**config.mk**
```make
export PLATFORM = sky130hd
export DESIGN_NAME = uart_tx_ctrl_flat
export DESIGN_NICKNAME = d
export VERILOG_FILES = /design/src/rtl/uart_tx_ctrl_if.sv /design/src/rtl/uart_tx_ctrl.sv /design/src/flat_wrapper.sv
export SDC_FILE = /design/constraint.sdc
export NUM_CORES = 1
export LEC_CHECK = 0
export CAP_MARGIN = 10
export CORE_AREA = 5 5 42 44
export CTS_BUF_LIST = sky130_fd_sc_hd__clkbuf_16
export DETAILED_ROUTE_END_ITERATION = 7
export DIE_AREA = 0 0 47 49
export DONT_BUFFER_PORTS = 1
export HOLD_SLACK_MARGIN = 0.02
export PLACE_DENSITY = 0.45
export RECOVER_POWER = 25
export SLEW_MARGIN = 20
export SYNTH_ARGS = -nofsm -noshare
export SYNTH_HDL_FRONTEND = slang
export SYNTH_SLANG_ARGS = --single-unit
export TNS_END_PERCENT = 10
```
**constraint.sdc**
```tcl
create_clock -name CLK -period 1.8 [get_ports CLK]
set_clock_uncertainty 0.15 [all_clocks]
set_input_delay 0.27 -clock CLK [delete_from_list [all_inputs] [get_ports CLK]]
set_output_delay 0.27 -clock CLK [all_outputs]
set_load 0.05 [all_outputs]
```
**src/rtl/uart_tx_ctrl_if.sv**
```systemverilog
// ---------------------------------------------------------------------------
// uart_tx_ctrl_if
//
// Purpose:
//   Bundles every signal the UART transmit frame sequencer exchanges with the
//   outside world, apart from clock and reset. One interface covers two
//   neighbours: the host side (P_DATA / DATA_VALID / parity configuration)
//   and the 8-bit serializer side (ser_en / ser_done / ser_data). The
//   serial line and the status flags are grouped here as well.
//
// Signal summary:
//   P_DATA      [DATA_WIDTH]  parallel byte offered by the host
//   DATA_VALID  1             byte request, honoured only while Busy=0
//   PAR_EN      1             1 = insert a parity bit in the frame
//   PAR_TYP     1             0 = even parity, 1 = odd parity
//   ser_done    1             serializer flag, high on its 8th shift cycle
//   ser_data    1             serializer output bit (LSB of its register)
//   ser_en      1             serializer shift enable
//   Busy        1             frame in progress; blocks serializer reload
//   TX_OUT      1             serial line, idle high
//   frame_done  1             one-cycle pulse in the final stop-bit cycle
//
// Modports:
//   master - the environment: host plus serializer (drives requests and
//            serializer feedback, observes the sequencer outputs)
//   slave  - the uart_tx_ctrl sequencer itself
// ---------------------------------------------------------------------------
interface uart_tx_ctrl_if #(
    parameter int DATA_WIDTH = 8
);

    logic [DATA_WIDTH-1:0] P_DATA;
    logic                  DATA_VALID;
    logic                  PAR_EN;
    logic                  PAR_TYP;
    logic                  ser_done;
    logic                  ser_data;
    logic                  ser_en;
    logic                  Busy;
    logic                  TX_OUT;
    logic                  frame_done;

    // Environment view: host request lines and serializer feedback are
    // driven from outside, sequencer outputs are observed.
    modport master (
        output P_DATA,
        output DATA_VALID,
        output PAR_EN,
        output PAR_TYP,
        output ser_done,
        output ser_data,
        input  ser_en,
        input  Busy,
        input  TX_OUT,
        input  frame_done
    );

    // Sequencer view: the mirror image of the master modport.
    modport slave (
        input  P_DATA,
        input  DATA_VALID,
        input  PAR_EN,
        input  PAR_TYP,
        input  ser_done,
        input  ser_data,
        output ser_en,
        output Busy,
        output TX_OUT,
        output frame_done
    );

endinterface

```
**src/rtl/uart_tx_ctrl.sv**
```systemverilog
// ---------------------------------------------------------------------------
// uart_tx_ctrl
//
// Purpose:
//   Frame sequencer for the UART transmit path. When idle it accepts a
//   parallel byte, captures the parity configuration and the parity bit,
//   then walks the serial line through start, data, optional parity and
//   stop bits, one bit per clock. The data bits themselves come from an
//   external 8-bit serializer that loads P_DATA on the acceptance edge and
//   shifts while ser_en is high; this block only gates that serializer and
//   multiplexes the line.
//
// Ports:
//   CLK     input   bit clock, one UART bit per cycle
//   RST     input   asynchronous, active-low reset
//   io_bus  slave   uart_tx_ctrl_if bundle (host request, parity config,
//                   serializer handshake, TX_OUT, Busy, frame_done)
//
// Parameters:
//   DATA_WIDTH  width of P_DATA used for the parity calculation. The
//               serializer frame itself is always 8 data bits long.
//
// Build option:
//   UART_TX_TWO_STOP_EN  when defined, every frame ends with two stop bits
//                        (STOP followed by STOP2) and frame_done moves to
//                        the second one. When undefined, one stop bit.
//
// Frame timeline, counted from the START cycle:
//   no parity : START, D0..D7, STOP               -> 10 cycles
//   parity    : START, D0..D7, PARITY, STOP       -> 11 cycles
//   (one extra cycle each with UART_TX_TWO_STOP_EN)
// ---------------------------------------------------------------------------
module uart_tx_ctrl #(
    parameter int DATA_WIDTH = 8
) (
    input  logic                CLK,
    input  logic                RST,
    uart_tx_ctrl_if.slave       io_bus
);

    // Frame phases. STOP2 exists only in the two-stop-bit build.
    typedef enum logic [2:0] {
        IDLE   = 3'd0,
        START  = 3'd1,
        DATA   = 3'd2,
        PARITY = 3'd3,
`ifdef UART_TX_TWO_STOP_EN
        STOP   = 3'd4,
        STOP2  = 3'd5
`else
        STOP   = 3'd4
`endif
    } state_t;

    state_t                r_state;
    state_t                w_nextState;

    // Configuration captured at acceptance so that host-side changes while
    // a frame is on the line cannot disturb it.
    logic                  r_parEn;
    logic                  r_parity;

    logic [DATA_WIDTH-1:0] w_pData;
    logic                  w_accept;
    logic                  w_parityCalc;

    assign w_pData = io_bus.P_DATA;

    // A request is only taken in IDLE; in every other state DATA_VALID is
    // ignored, which also gives the mandatory idle gap between frames.
    assign w_accept = (r_state == IDLE) && io_bus.DATA_VALID;

    // XOR-reducing the byte gives 1 for an odd number of ones, which is
    // already the even-parity bit; XOR with PAR_TYP flips it for odd parity.
    assign w_parityCalc = (^w_pData) ^ io_bus.PAR_TYP;

    // State register. Reset is asynchronous so a mid-frame reset drops the
    // line back to idle-high immediately rather than on the next edge.
    always_ff @(posedge CLK or negedge RST) begin
        if (!RST) begin
            r_state <= IDLE;
        end else begin
            r_state <= w_nextState;
        end
    end

    // Configuration and parity capture on the acceptance edge only. The
    // serializer loads P_DATA on the very same edge, so the parity bit and
    // the shifted data always describe the same byte.
    always_ff @(posedge CLK or negedge RST) begin
        if (!RST) begin
            r_parEn  <= 1'b0;
            r_parity <= 1'b0;
        end else if (w_accept) begin
            r_parEn  <= io_bus.PAR_EN;
            r_parity <= w_parityCalc;
        end
    end

    // Next-state logic. The DATA phase length is owned by the serializer:
    // its ser_done flag marks the eighth shift, so no local bit counter is
    // needed. ser_done is only looked at while in DATA.
    always_comb begin
        w_nextState = r_state;
        case (r_state)
            IDLE: begin
                if (io_bus.DATA_VALID) begin
                    w_nextState = START;
                end
            end
            START: begin
                w_nextState = DATA;
            end
            DATA: begin
                if (io_bus.ser_done) begin
                    if (r_parEn) begin
                        w_nextState = PARITY;
                    end else begin
                        w_nextState = STOP;
                    end
                end
            end
            PARITY: begin
                w_nextState = STOP;
            end
`ifdef UART_TX_TWO_STOP_EN
            STOP: begin
                w_nextState = STOP2;
            end
            STOP2: begin
                w_nextState = IDLE;
            end
`else
            STOP: begin
                w_nextState = IDLE;
            end
`endif
            default: begin
                w_nextState = IDLE;
            end
        endcase
    end

    // Output decode. Everything is a function of the registered state,
    // except TX_OUT in DATA which passes the serializer bit straight
    // through. ser_en is high only in DATA so the serializer's own bit
    // counter is cleared in every gap between frames.
    always_comb begin
        io_bus.TX_OUT     = 1'b1;
        io_bus.Busy       = 1'b0;
        io_bus.ser_en     = 1'b0;
        io_bus.frame_done = 1'b0;
        case (r_state)
            IDLE: begin
                io_bus.TX_OUT = 1'b1;
            end
            START: begin
                io_bus.TX_OUT = 1'b0;
                io_bus.Busy   = 1'b1;
            end
            DATA: begin
                io_bus.TX_OUT = io_bus.ser_data;
                io_bus.Busy   = 1'b1;
                io_bus.ser_en = 1'b1;
            end
            PARITY: begin
                io_bus.TX_OUT = r_parity;
                io_bus.Busy   = 1'b1;
            end
`ifdef UART_TX_TWO_STOP_EN
            STOP: begin
                io_bus.TX_OUT = 1'b1;
                io_bus.Busy   = 1'b1;
            end
            STOP2: begin
                io_bus.TX_OUT     = 1'b1;
                io_bus.Busy       = 1'b1;
                io_bus.frame_done = 1'b1;
            end
`else
            STOP: begin
                io_bus.TX_OUT     = 1'b1;
                io_bus.Busy       = 1'b1;
                io_bus.frame_done = 1'b1;
            end
`endif
            default: begin
                io_bus.TX_OUT = 1'b1;
            end
        endcase
    end

endmodule

```
**src/flat_wrapper.sv**
```systemverilog
// flat-port wrapper written by rule: the top's interface ports become plain ports
module uart_tx_ctrl_flat 
#(
    parameter int DATA_WIDTH = 8
)
  (CLK, RST, io_bus_P_DATA, io_bus_DATA_VALID, io_bus_PAR_EN, io_bus_PAR_TYP, io_bus_ser_done, io_bus_ser_data, io_bus_ser_en, io_bus_Busy, io_bus_TX_OUT, io_bus_frame_done);
  uart_tx_ctrl_if #(.DATA_WIDTH(DATA_WIDTH)) io_bus_i ();
  input  logic CLK;
  input  logic RST;
  input wire logic [$bits(io_bus_i.P_DATA)-1:0] io_bus_P_DATA;
  input wire logic [$bits(io_bus_i.DATA_VALID)-1:0] io_bus_DATA_VALID;
  input wire logic [$bits(io_bus_i.PAR_EN)-1:0] io_bus_PAR_EN;
  input wire logic [$bits(io_bus_i.PAR_TYP)-1:0] io_bus_PAR_TYP;
  input wire logic [$bits(io_bus_i.ser_done)-1:0] io_bus_ser_done;
  input wire logic [$bits(io_bus_i.ser_data)-1:0] io_bus_ser_data;
  output wire logic [$bits(io_bus_i.ser_en)-1:0] io_bus_ser_en;
  output wire logic [$bits(io_bus_i.Busy)-1:0] io_bus_Busy;
  output wire logic [$bits(io_bus_i.TX_OUT)-1:0] io_bus_TX_OUT;
  output wire logic [$bits(io_bus_i.frame_done)-1:0] io_bus_frame_done;
  assign io_bus_i.P_DATA = io_bus_P_DATA;
  assign io_bus_i.DATA_VALID = io_bus_DATA_VALID;
  assign io_bus_i.PAR_EN = io_bus_PAR_EN;
  assign io_bus_i.PAR_TYP = io_bus_PAR_TYP;
  assign io_bus_i.ser_done = io_bus_ser_done;
  assign io_bus_i.ser_data = io_bus_ser_data;
  assign io_bus_ser_en = io_bus_i.ser_en;
  assign io_bus_Busy = io_bus_i.Busy;
  assign io_bus_TX_OUT = io_bus_i.TX_OUT;
  assign io_bus_frame_done = io_bus_i.frame_done;
  uart_tx_ctrl #(.DATA_WIDTH(DATA_WIDTH)) u_core (.CLK(CLK), .RST(RST), .io_bus(io_bus_i));
endmodule
```
### Word level (Yosys, flattened, before mapping)

Index checks and enable logic that the tools add are counted.

| storage, ports and cells | value |
|---|---|
| bits in registers | 5 |
| input bits | 15 |
| output and inout bits | 4 |
| word-level logic and storage cells | 23 |

| operators by class | value |
|---|---|
| eq/ne operators | 6 |
| multiplexer cells | 8 |
| bitwise operators | 1 |
| reductions and logical operators | 5 |

Operators by type and width:

| operator | count |
|---|---|
| $pmux 3 s4 | 1 |
| $mux 3 | 3 |
| $reduce_xor 8->1 | 1 |
| $eq 3x2->1 const B | 2 |
| $ne 2x2->1 const B | 2 |
| $reduce_or 4->1 | 1 |
| $eq 3x1->1 const B | 1 |
| $eq 3x3->1 const B | 1 |
| $logic_not 3->1 | 1 |
| $mux 1 | 3 |
| $pmux 1 s3 | 1 |
| $reduce_and 2->1 | 1 |
| $logic_and 1x1->1 | 1 |
| $xor 1x1->1 | 1 |

### Logic depth before layout (Yosys ltp)

| depth | value |
|---|---|
| depth after elaboration | 3 |
| gate-level depth with buffers | 4 |
| depth with buffers taken out | 4 |

### Worst setup path after synthesis

No wires, ideal clock.

| timing path | value |
|---|---|
| path kind | register to output |
| from | register u_core.r_state[2] |
| to | output port io_bus_ser_en |
| arrival | 1613 ps |
| data required time | 1380 ps |
| slack | -233 ps |
| stages on the path, launching flop included | 3 |
| buffers on the path | 1 |
| cell sequence | dfrtp_1 -> clkbuf_1 -> nor3_1 |

| on the way | value |
|---|---|
| word-level cells in the longest chain between the ends | 2 |

Ends and longest elaborated chain:

| item | RTL line | text |
|---|---|---|
| start: declaration | uart_tx_ctrl.sv:55 | `state_t r_state;` |
| start signal: assignment | uart_tx_ctrl.sv:83 | `r_state <= w_nextState;` |
| $eq 3x2->1 | uart_tx_ctrl.sv:153 | `case (r_state)` |
| $mux 1 | uart_tx_ctrl.sv:153 |  |
| end: declaration | flat_wrapper.sv:16 | `output wire logic [$bits(io_bus_i.ser_en)-1:0] io_bus_ser_en;` |

No other way between the ends.

### Final worst setup path

| timing path | value |
|---|---|
| from | register u_core.r_state[1] |
| to | output port io_bus_TX_OUT |

| on the way | value |
|---|---|
| word-level cells in the longest chain between the ends | 2 |
| elaborated cells on any way between the ends | 4 |
| classes of those cells | eq/ne (3); mux (1) |

Ends and longest elaborated chain:

| item | RTL line | text |
|---|---|---|
| $eq 3x2->1 or $eq 3x1->1 (tied branches) | uart_tx_ctrl.sv:153 |  |
| $pmux 1 s3 (*) | uart_tx_ctrl.sv:153 |  |
| end: declaration | flat_wrapper.sv:18 | `output wire logic [$bits(io_bus_i.TX_OUT)-1:0] io_bus_TX_OUT;` |

Every way passes the cells marked *; elsewhere a longest branch is shown, timed or not.

==> flow_summary_export.csv <==
group,metric,value,unit
status,status,"finished, final reports clean",
cells_and_area,synthToLayoutAreaGrowth,40.36,%
sta,worst_pin_slew,420.0,ps
floorplanning,dieArea,2303,um^2
placed_design,place_inst,53,
power_and_ir_drop,p_per_area,2210,nW/um^2
power_and_ir_drop,power.share.sequential,21.5,%
drt,drt.antenna.violating_nets,0,
logic_synthesis,avgSynthCellArea,9.732,um^2
drt,drc,0,
logic_synthesis,ys_warn_count,0,
floorplanning,die_x,47,um
placed_design,port_buffers,0,
logic_synthesis,syn-num-nets,51,
sta,period_minus_slack,1719,ps
sta,period_share,95.50,%
critical_path,worstPathRequired,1380,ps
placed_design,dpl-instance-area,390.4,um^2
hold_path,hold_path_depth,2,
cells_and_area,final_common_cell,"dfrtp_1",
clock_tree,cts.sinks,5,
sta,hold_violations,0,
logic_synthesis,synth.yosys.seq_area_share,35.71,%
power_and_ir_drop,comb_power_share,45.9,%
power_and_ir_drop,ir_worst_vdd,0.0009521,V
sta,finalSetupViolCount,0,
drt,finalWirelength,689,um
clock_tree,clock_path_buffers,2,
sta,maxSlewViolCount,0,
placed_design,dp.final_hpwl,562.2,um
critical_path,critPathArrivalTime,1300,ps
floorplanning,io_pins,19,
critical_path,reg2reg_slack,220,ps
clock_tree,clock_latency,230,ps
grt,grt_pass1_vias,263,
sta,fin_setup_tns,0,ps
grt,antenna_found_initial,0,
critical_path,r2r-end,"u_core.r_parity",
cells_and_area,antenna_cells,0,
floorplanning,rows,14,
critical_path,critical_path_buf_inv_count,1,
logic_synthesis,synth_cell_types,20,
critical_path,crit_type,"reg2out",
logic_synthesis,synth_area,350.3,um^2
grt,grt_pass1_wl,1055,um
hold_path,hold_path_end,"u_core.r_state[2]",
sta,setup_slack,80.97,ps
placed_design,gp_congestion,0.7360,
placed_design,detailedPlace.worstSlack,220.4,ps
cells_and_area,final_cell_mix,"5 x dfrtp_1, 4 x xnor2_1",
critical_path,r2r_cells,3,
sta,fmax,581.7,MHz
critical_path,r2r_start,"u_core.r_state[1]",
floorplanning,initial_core_util,25.00,%
critical_path,cp-startpoint,"u_core.r_state[1]",
floorplanning,die_h,49,um
grt,grt_remaining_overflow,0,
cells_and_area,fin_cells,59,
drt,routed-via-count,261,
cells_and_area,drive_gt1_share,27.91,%
critical_path,slowest_stage,"dfrtp_1",
critical_path,endpoint_kind,"primary output",
drt,viasPerCell,4.424,
clock_tree,cts_root_buf,"clkbuf_16",
sta,rsz0062_at_grt,"false",
critical_path,cp_cell_sequence,"inv_2 > nor3_1 > a21oi_1 > or2_4",
floorplanning,coreArea,1401,um^2
drt,firstDrtPassIters,4,
power_and_ir_drop,clockPowerShare,32.6,%
critical_path,crit_fanout,5,
cells_and_area,fillCellCount,155,
clock_tree,cts_buffers,3,
power_and_ir_drop,swShare,40.86,%
clock_tree,clk_pin_slew,30,ps
critical_path,start_kind,"flop",
cells_and_area,nets,59,
power_and_ir_drop,cell_internal_pwr,0.6426,mW
grt,grt_max_degree,10,
hold_path,hold_path.class,"in2reg",
clock_tree,cts_tree,"built",
power_and_ir_drop,leakage,0.2188,nW
flow_run,cap_violations,0,
logic_synthesis,ys_seq_elements,5,
cells_and_area,final_area,491.7,um^2
drt,post_drt_wl_per_cell,11.68,um
power_and_ir_drop,power,1.087,mW
power_and_ir_drop,power.net_switching,0.4440,mW
critical_path,cp_slowest_stage_delay,410,ps
hold_path,min_from,"io_bus_ser_done",
critical_path,critPathTopFamily,"simple AND/OR/NAND/NOR gates",
sta,maxSlewHeadroom,71.94,%
grt,grt_use_total,6.865,%
clock_tree,h-tree-depth,1,
drt,first_iter_violations,2,
logic_synthesis,syn_inst,36,
[power groups by stage]
stage | Clock (mW) | Sequential, mW | Combinational, mW
after floorplan | 0 | 0.187 | 0.438
after global placement | 0 | 0.230 | 0.481
after detailed placement | 0 | 0.234 | 0.483
after CTS | 0.360 | 0.234 | 0.506
after global routing | 0.374 | 0.243 | 0.536
final | 0.354 | 0.233 | 0.499
[repair_timing]
action	4_1_cts	5_1_grt
buffers inserted	0	0
hold endpoints to repair	6	0
gates resized for setup	1	0
endpoints found under the setup margin	1	0
hold buffers	2	0
[through the flow]
step | hold slack, ps | util (%)
2_1_floorplan | -175.6 | -
3_3_place_gp | -175.4 | 27.86
3_5_place_dp | -175.5 | 27.86
4_1_cts | 89.27 | 35.09
5_1_grt | 98.60 | 35.09
6_report | 95.14 | 35.09
[cell families after synthesis]
| kind of cell | synth area share [%] |
|---|---|
| AOI/OAI and AO/OA | 9.999 |
| xor gates and xnor gates | 28.21 |
| buffers and inverters | 4.284 |
| DFF | 35.71 |
| muxes | 4.284 |
| and+or+nand+nor | 17.50 |
[worst max-delay path by stage]
| stage | end | slack (ps) | cells after the start |
|---|---|---|---|
| 6_report | io_bus_TX_OUT | 80 | 4 |
| 5_1_grt | io_bus_TX_OUT | 10 | 4 |
| 4_1_cts | io_bus_TX_OUT | 70 | 4 |
| 3_5_place_dp | io_bus_TX_OUT | 220 | 4 |
| 3_3_place_gp | u_core.r_parity | 190 | 3 |
| 2_1_floorplan | io_bus_Busy | -110 | 3 |
[registers in the layout, summed over array words and instances, names as in the netlist]
name and cells:
u_core.r_state 3, u_core.r_parity 1, u_core.r_parEn 1
[cells in the mapped netlist (all sizes together)]
master  n  area share (%)
a211o   1             2.5
a21oi   3             4.3
a31oi   1             1.8
and2    1             1.8
clkbuf  2             2.1
dfrtp   5              36
inv     2             2.1
mux2    1             4.3
nand2   3             3.2
nor2    1             1.1
nor2b   1             1.8
nor3    4             5.7
nor3b   1             2.1
o21ai   1             1.4
or2     1             1.8
xnor2   6              19
xnor3   1             6.4
xor2    1             2.5
[cell type report]
class	count	area, um^2	area share (%)
Clock buffer	3	75.07	15.27
Inverter	2	7.507	1.527
Multi-Input combinational cell	27	217.7	44.27
Tap cell	16	20.02	4.071
Sequential cell	5	125.1	25.45
Timing Repair Buffer	5	42.54	8.651
Clock inverter	1	3.754	0.7634
[per-layer routing]
| layer | GRT usage [%] | vias up | share of wire [%] |
|---|---|---|---|
| li1 | - | 133 | - |
| met1 | 6.027 | 110 | 37 |
| met2 | 10.41 | 16 | 48 |
| met3 | 4.428 | 2 | 13 |
| met4 | 5.530 | 0 | 2.5 |
| met5 | 0 | - | 0 |
No activity file was read; power rests on OpenSTA's default activity.
